==> src/rtl/spk_out.sv <==
`default_nettype none
// ============================================================================
// Module      : spk_out
// Description : Transmit side of the node flit link. Packs soma spikes into
//               flits, merges them with pre-formatted config flits through a
//               round-robin ingress arbiter, buffers everything in a 2^B deep
//               FIFO and drains it under credit-based flow control.
// Revision    : 1.0 - initial release
// ============================================================================
module spk_out #(
  parameter int B      = 4,
  parameter int FW     = 59,
  parameter int FTW    = 3,
  parameter int SW     = 24,
  parameter int CREDIT = 16
) (
  input  logic                  clk_spk_out,
  input  logic                  rst_n,
  // soma spike request
  input  logic                  soma_spk_out_vld,
  input  logic [FTW-1:0]        soma_spk_out_type,
  input  logic [SW-1:0]         soma_spk_out_data,
  output logic                  spk_out_soma_busy,
  // static destination field
  input  logic [FW-FTW-SW-1:0]  dst_addr,
  // config flit path
  input  logic                  config_spk_out_vld,
  input  logic [FW-1:0]         config_spk_out_data,
  output logic                  spk_out_config_credit,
  output logic                  spk_out_err,
  // link side
  output logic [FW-1:0]         flit_out,
  output logic                  flit_out_wr,
  input  logic                  credit_in
);

  localparam int            DEPTH      = 1 << B;
  localparam logic [B:0]    NEAR_FULL  = (B+1)'(DEPTH - 1);
  localparam logic [B:0]    CREDIT_MAX = (B+1)'(CREDIT);
  localparam logic [B:0]    CNT_ONE    = (B+1)'(1);
  localparam logic [B-1:0]  PTR_ONE    = B'(1);
  localparam logic [FTW-1:0] T_SPIKE    = FTW'(0);
  localparam logic [FTW-1:0] T_DATA     = FTW'(1);
  localparam logic [FTW-1:0] T_DATA_END = FTW'(2);

  typedef enum logic [0:0] {
    ST_IDLE = 1'b0,
    ST_SEND = 1'b1
  } state_e;

  // --------------------------------------------------------------------------
  // State
  // --------------------------------------------------------------------------
  logic [FW-1:0] mem_q [DEPTH];
  logic [B-1:0]  wr_ptr_q;
  logic [B-1:0]  rd_ptr_q;
  logic [B:0]    count_q;
  logic [B:0]    credit_q;
  logic [B:0]    credit_d;
  logic          rr_q;
  logic          rr_d;
  state_e        state_q;
  logic [FW-1:0] flit_q;
  logic          flit_wr_q;

  // --------------------------------------------------------------------------
  // Combinational control
  // --------------------------------------------------------------------------
  logic          near_full;
  logic          cfg_grant;
  logic          soma_grant;
  logic          soma_type_ok;
  logic          push;
  logic          pop;
  logic [FW-1:0] push_data;

  // Keep one slot of headroom so a push and pop in the same cycle can never
  // overflow, even when the egress side is stalled on credits.
  assign near_full = (count_q >= NEAR_FULL);

  assign soma_type_ok = (soma_spk_out_type == T_SPIKE) ||
                        (soma_spk_out_type == T_DATA)  ||
                        (soma_spk_out_type == T_DATA_END);

  // Ingress arbiter: single requester wins outright, contested cycles
  // alternate using rr_q (0 favours config, 1 favours soma).
  always_comb begin
    cfg_grant  = 1'b0;
    soma_grant = 1'b0;
    rr_d       = rr_q;
    if (rst_n && !near_full) begin
      if (config_spk_out_vld && soma_spk_out_vld) begin
        if (rr_q == 1'b0) begin
          cfg_grant = 1'b1;
        end else begin
          soma_grant = 1'b1;
        end
        rr_d = ~rr_q;
      end else if (config_spk_out_vld) begin
        cfg_grant = 1'b1;
      end else if (soma_spk_out_vld) begin
        soma_grant = 1'b1;
      end
    end
  end

  // An illegal soma type still consumes its grant, but nothing is queued.
  assign push      = cfg_grant | (soma_grant & soma_type_ok);
  assign push_data = cfg_grant ? config_spk_out_data
                               : {soma_spk_out_type, dst_addr, soma_spk_out_data};

  // The head entry leaves whenever there is both data and a downstream slot.
  assign pop = (count_q != '0) && (credit_q != '0);

  // Credit accounting: a returned credit and a pop in the same cycle cancel;
  // returns beyond the initial allowance are ignored.
  always_comb begin
    credit_d = credit_q;
    if (pop && !credit_in) begin
      credit_d = credit_q - CNT_ONE;
    end else if (!pop && credit_in && (credit_q != CREDIT_MAX)) begin
      credit_d = credit_q + CNT_ONE;
    end
  end

  // --------------------------------------------------------------------------
  // Sequential logic
  // --------------------------------------------------------------------------

  // FIFO storage; contents need no reset because the pointers define validity.
  always_ff @(posedge clk_spk_out) begin
    if (push) begin
      mem_q[wr_ptr_q] <= push_data;
    end
  end

  // FIFO pointers, occupancy and arbiter fairness pointer.
  always_ff @(posedge clk_spk_out) begin
    if (!rst_n) begin
      wr_ptr_q <= '0;
      rd_ptr_q <= '0;
      count_q  <= '0;
      rr_q     <= 1'b0;
    end else begin
      rr_q <= rr_d;
      if (push) begin
        wr_ptr_q <= wr_ptr_q + PTR_ONE;
      end
      if (pop) begin
        rd_ptr_q <= rd_ptr_q + PTR_ONE;
      end
      case ({push, pop})
        2'b10:   count_q <= count_q + CNT_ONE;
        2'b01:   count_q <= count_q - CNT_ONE;
        default: count_q <= count_q;
      endcase
    end
  end

  // Egress state machine: loads flit_out on each pop and strobes it for the
  // following cycle; SEND persists while back-to-back pops are possible.
  always_ff @(posedge clk_spk_out) begin
    if (!rst_n) begin
      state_q   <= ST_IDLE;
      flit_q    <= '0;
      flit_wr_q <= 1'b0;
      credit_q  <= CREDIT_MAX;
    end else begin
      flit_wr_q <= 1'b0;
      credit_q  <= credit_d;
      case (state_q)
        ST_IDLE: begin
          if (pop) begin
            flit_q    <= mem_q[rd_ptr_q];
            flit_wr_q <= 1'b1;
            state_q   <= ST_SEND;
          end
        end
        ST_SEND: begin
          if (pop) begin
            flit_q    <= mem_q[rd_ptr_q];
            flit_wr_q <= 1'b1;
            state_q   <= ST_SEND;
          end else begin
            state_q   <= ST_IDLE;
          end
        end
        default: begin
          state_q <= ST_IDLE;
        end
      endcase
    end
  end

  // --------------------------------------------------------------------------
  // Outputs
  // --------------------------------------------------------------------------
  assign spk_out_soma_busy     = near_full;
  assign spk_out_config_credit = cfg_grant;
  assign spk_out_err           = soma_grant & ~soma_type_ok;
  assign flit_out              = flit_q;
  assign flit_out_wr           = flit_wr_q;

endmodule
`default_nettype wire

==> config.mk <==
export PLATFORM = sky130hd
export DESIGN_NAME = spk_out
export DESIGN_NICKNAME = d
export VERILOG_FILES = /design/src/rtl/spk_out.sv
export SDC_FILE = /design/constraint.sdc
export NUM_CORES = 1
export LEC_CHECK = 0
export BUFFER_PORTS_ARGS = -buffer_cell sky130_fd_sc_hd__buf_2
export CAP_MARGIN = 40
export CORE_MARGIN = 5
export CORE_UTILIZATION = 50
export CTS_CLUSTER_DIAMETER = 60
export DETAILED_ROUTE_END_ITERATION = 10
export GPL_TIMING_DRIVEN = 0
export PLACE_DENSITY = 0.71
export SLEW_MARGIN = 10
export SYNTH_ARGS = -nofsm -noshare
export SYNTH_HDL_FRONTEND = slang
export SYNTH_SLANG_ARGS = --single-unit
==> constraint.sdc <==
create_clock -name clk_spk_out -period 9.1 [get_ports clk_spk_out]
set_input_delay 1.82 -clock clk_spk_out [delete_from_list [all_inputs] [get_ports clk_spk_out]]
set_output_delay 1.82 -clock clk_spk_out [all_outputs]
set_load 0.01 [all_outputs]
# After elaboration in Yosys (flattened, before gate mapping)
# Memory sizes are Yosys's and may differ from the RTL's. A register that Yosys moved wholly into a read port is not among the register bits.
# Index checks and enable logic that the tools add are counted.
classes:
  eq_ne: 5
  reduce_logical: 18
  add_sub_neg: 6
  order_cmp: 1
  bitwise_logic: 5
  mux: 16
op_table:
  columns: ["op", "count"]
  rows:
  - ["$mux W59", 1]
  - ["$mux W1", 12]
  - ["$add A5 B1 Y5 const B", 2]
  - ["$mux W5", 2]
  - ["$pmux W5 S2", 1]
  - ["$reduce_bool A5 Y1", 2]
  - ["$sub A5 B1 Y5 const B", 2]
  - ["$add A4 B1 Y4 const B", 2]
  - ["$logic_and A1 B1 Y1", 6]
  - ["$ge A5 B4 Y1 const B", 1]
  - ["$ne A5 B5 Y1 const B", 1]
  - ["$logic_not A1 Y1", 4]
  - ["$reduce_bool A2 Y1", 2]
  - ["$eq A3 B1 Y1 const B", 1]
  - ["$eq A3 B2 Y1 const B", 1]
  - ["$logic_not A3 Y1", 1]
  - ["$and A1 B1 Y1", 2]
  - ["$eq A2 B1 Y1 const B", 1]
  - ["$eq A2 B2 Y1 const B", 1]
  - ["$logic_or A1 B1 Y1", 2]
  - ["$not A1 Y1", 2]
  - ["$reduce_and A2 Y1", 1]
  - ["$or A1 B1 Y1", 1]
totals:
  mem_count: 1
  in_bits: 123
  ram_bits: 944
  word_cells: 58
  ff_bits: 20
mem_list:
  columns: ["name", "words", "width", "rd", "rd_clocked_by_memory_dff", "wr", "line", "source"]
  rows:
  - ["mem_q", 16, 59, 1, 1, 1, "54", "logic [FW-1:0] mem_q [DEPTH];"]

# Depth between registers and ports, before layout
logic_depth:
  ltp_word: 8
  mapped_depth: 14
  ltp_nobuf: 11

# Least setup slack after synthesis
# No wires, ideal clock.
synth_path:
  path_type: "input to register"
  from: "input port rst_n"
  to: "memory mem_q[3][0], enable pin"
  cell_stages: 5
  required_ps: 8551
  slack_ps: 1954
  n_path_buf: 2
  arrival_time_ps: 6597
  path_cell_list: "clkbuf_1 -> and2_1 -> clkbuf_1 -> nand3_1 -> nor3_1"
synth_between:
  elab_chain_cells: 6
  word_cells_on_any_way: 7
  classes_between: "mux (4); bitwise (2); reduce/logical (1)"
synth_lines:
  columns: ["element", "line", "source"]
  rows:
  - ["from (decl)", "18", "input logic rst_n,"]
  - ["$logic_and A1 B1 Y1 *", "91", "if (rst_n && !near_full) begin"]
  - ["$mux W1", "91", null]
  - ["$and A1 B1 Y1", "108", "assign push = cfg_grant | (soma_grant & soma_type_ok);"]
  - ["$or A1 B1 Y1 *", "108", null]
  - ["$mux W1 *", "132", "if (push) begin"]
  - ["$mux W1 (implied by the code) *", "133", "mem_q[wr_ptr_q] <= push_data;"]
  - ["to (decl)", "54", null]
# Mark *: on every way between the ends. The rest lies on a longest branch, timed or not.

# Worst setup path after layout
layout_path:
  from: "input port rst_n"
  to: "output port spk_out_config_credit"
layout_between:
  elab_chain_cells: 2
layout_lines:
  columns: ["element", "line", "source"]
  rows:
  - ["$logic_and A1 B1 Y1", "91", null]
  - ["$mux W1", "91", null]
  - ["to (decl)", "29", "output logic spk_out_config_credit,"]
# No other way between the ends.

==> impl_metrics.csv <==
group,metric,value,unit
route,drc,0,
setup_path,critical_path_class,"in -> out",
finish,drive_gt1_frac,0.349,
power_and_ir_drop,vdd_drop_max,0.148,mV
route,wirelength,90500,um
synth,synth_fp_nets,1944,
global_route,grt_pass1_wl,134000,um
route,ant_nets,0,
finish,antenna-diode-count,0,
setup_path,worstPathMaxFanout,10,
clock_network,cts_tree,"yes",
sta,report.final.slew_viol_count,0,
setup_path,cpMaxStageDelayCell,"buf_1",
finish,syn_to_final_growth,16.0,%
setup_path,worstPathRequired,7.28,ns
global_route,grt_max_degree,44,
sta,rsz0062_at_grt,"no",
floorplanning,die_h,291,um
floorplanning,start_util,0.502,
finish,multi_input_area,0.00911,sq mm
sta,max_freq,0.175,GHz
power_and_ir_drop,total_power,12.7,mW
clock_network,ctsHoldBuffers,0,
flow_run,drv_cap,0,
synth,yosys_register_bits,1023,
sta,setup-violations-final,0,
setup_path,max_stage_delay,0.67,ns
global_route,grt_use_total,0.213,
clock_network,cts_buffers,100,
clock_network,root_buffer,"clkbuf_16",
floorplanning,rows,103,
sta,fin_crit_sh,0.628,
clock_network,worst_skew_pair.late_latency,0.66,ns
finish,ff_latch_area,0.0299,sq mm
clock_network,cts_htree_levels,3,
clock_network,clk_pin_slew_worst_paths,0.06,ns
finish,fillers,5638,
place,port_buffers,184,
floorplanning,num_io_pins,186,
synth,syn-cell-area,0.0394,sq mm
sta,skew,0.0179,ns
sta,tightestPinTransition,0.933,ns
setup_path,cp_top_family,"buffers and inverters",
clock_network,cts_buffer_depth,3,
synth,ys.flop_type,"edfxtp_1",
sta,maxSlewHeadroom,0.378,
route,dr_total_vias,19461,
synth,yosysWarnings,0,
synth,synth_cell_types,47,
finish,nNetsFinal,2270,
hold_path,min_path_type,"reg -> reg",
power_and_ir_drop,power_density,278,mW/mm^2
place,gp_congestion,0.774,
route,vias_per_cell,5.95,
synth,synthesis.instances,1809,
global_route,antenna_found_initial,0,
setup_path,crit_chain,"clkbuf_1 > and2_1 > clkbuf_1 > nand2_1 > buf_1 > inv_1 > buf_2",
setup_path,cpMostUsedCell,"clkbuf_1",
place,place_ws,3.40,ns
route,avgRoutedWirePerCell,27.7,um
clock_network,cts_setup_buffers,0,
route,first_pass_iters,7,
setup_path,start_kind,"input port",
sta,fin_crit,5.71,ns
clock_network,cts_resized,0,
power_and_ir_drop,leakage,14.8,nW
clock_network,cts_sinks,1023,
floorplanning,die_w,291,um
place,dp_hpwl,55000,um
synth,ys_seq_area_frac,0.759,
global_route,grt_pass1_vias,20584,
synth,syn_avg_cell_area,21.8,sq um
setup_path,cp.buffers_inverters,5,
synth,async_reset_ff_frac,0,
status,status,"completed",
synth,synth-edff-count,944,
floorplanning,die_area,0.0846,sq mm
floorplanning,core,0.0786,sq mm
sta,fin_ws,3.39,ns
sta,finalHoldViolCount,0,
setup_path,cp-end-kind,"output port",
global_route,overflow,0,
setup_path,cp.arrival,3.89,ns
route,first_iter_violations,2077,
-- worst register-to-register path, cell delays in order, from the launching register on --
cell	delay, ns
dfxtp_1	0.31
clkbuf_1	0.20
a41oi_1	0.37
nand2_1	0.16
nor2_1	0.36
clkbuf_1	0.41
inv_1	0.12
ha_1	0.22
clkbuf_1	0.19
xor2_1	0.18
ha_1	0.20
a21oi_1	0.25
xnor2_1	0.12
or3_1	0.32
a21oi_1	0.14
-- Yosys cell counts (3+ instances only) --
cell type,count,area [sq um]
buf_2,29,145
inv_1,13,48.8
o21ai_0,7,35.0
a221o_1,60,601
a31oi_1,3,18.8
nand2_1,15,56.3
nor2_1,67,251
dfxtp_1,79,1580
edfxtp_1,944,28300
mux2_2,118,1330
xnor2_1,3,26.3
a22oi_1,3,22.5
nand3_1,7,35.0
buf_6,3,33.8
or3_1,3,18.8
mux4_2,236,5320
and3_1,14,87.6
xor2_1,4,35.0
mux2i_1,69,691
a21oi_1,12,60.1
nand2b_1,3,18.8
ha_1,11,138
nor2b_1,6,37.5
nor3_1,3,15.0
clkbuf_1,52,195
buf_1,17,63.8
a21o_1,3,22.5
-- registers in the layout (all words and copies together) (netlist names) --
name         cells
rd_ptr_q         4
count_q          5
credit_q         5
wr_ptr_q         4
flit_out_wr      1
rr_q             1
mem_q          944
flit_out        59
-- layout make-up --
cell class	instances	share of cell area
multi-input cells	671	0.199
repair buffers	224	0.0358
well taps	1050	0.0287
flip-flops and latches	1023	0.654
plain buffers	101	0.00960
inverters	14	0.00115
clock buffers	135	0.0603
clock inverters	54	0.0110
-- metal layers --
layer  part of all wire  global-route usage  vias up  wire length [um]
met5                  0                   0        -                 0
met4              0.016              0.0469        0              1430
met3              0.073              0.0377      106              6640
met2               0.52               0.370      789             47000
met1               0.39               0.287    10313             35500
li1                   -                   -     8253                 -
-- per-stage QoR --
step | cell area [sq um] | hold slack, ns | std cells | util | TNS [ns]
5_1_grt | 45700 | 0.499 | 3272 | 0.582 | 0
3_5_place_dp | 42500 | 0.468 | 3081 | 0.540 | 0
2_1_floorplan | 39400 | 0.447 | 1809 | - | 0
6_report | 45700 | 0.484 | 3272 | 0.582 | 0
4_1_cts | 45700 | 0.482 | 3270 | 0.582 | 0
3_3_place_gp | 41700 | 0.459 | 3043 | 0.530 | -166.38
-- cells by family after synthesis --
kind of cell,Yosys count,synth area share
fa+ha+maj,12,0.00400
simple gates,131,0.0157
compound gates,98,0.0216
mux,423,0.186
xor+xnor,7,0.00155
buf+inv,115,0.0124
flops,1023,0.759
-- cells in the final DEF, fill, tap and decap left out, types with 4 or more instances in the layout --
cell	instances
edfxtp_1	944
mux4_2	236
buf_2	214
mux2_2	118
clkbuf_16	103
dfxtp_1	79
clkbuf_1	78
mux2i_1	69
nor2_1	67
a221o_1	60
clkinv_1	21
clkinv_2	19
buf_1	16
buf_16	16
nand2_1	15
and3_4	14
inv_1	13
buf_6	13
a21oi_1	12
ha_1	11
bufinv_16	9
buf_4	8
nand3_1	7
o21ai_0	7
clkbuf_8	6
xor2_1	4
nor2b_1	4
-- worst paths after layout --
kind,startpoint,endpoint,slack [ns],depth (start not counted)
worst max register to register,count_q[2]$_SDFFE_PN0P_,count_q[2]$_SDFFE_PN0P_,5.45,14
worst max-delay path,rst_n,spk_out_config_credit,3.39,7
worst min register to register,rr_q$_SDFFE_PN0P_,rr_q$_SDFFE_PN0P_,0.48,1
worst min-delay path,rr_q$_SDFFE_PN0P_,rr_q$_SDFFE_PN0P_,0.48,1
-- report_power, final --
part           internal (mW)  leakage (nW)  switching, mW
Combinational           1.37          4.01           1.65
Clock                   2.38          1.60           1.70
Sequential              5.47          9.15          0.153
Total                   9.23          14.8           3.50
Note: power is estimated with default switching activity, not from simulation.
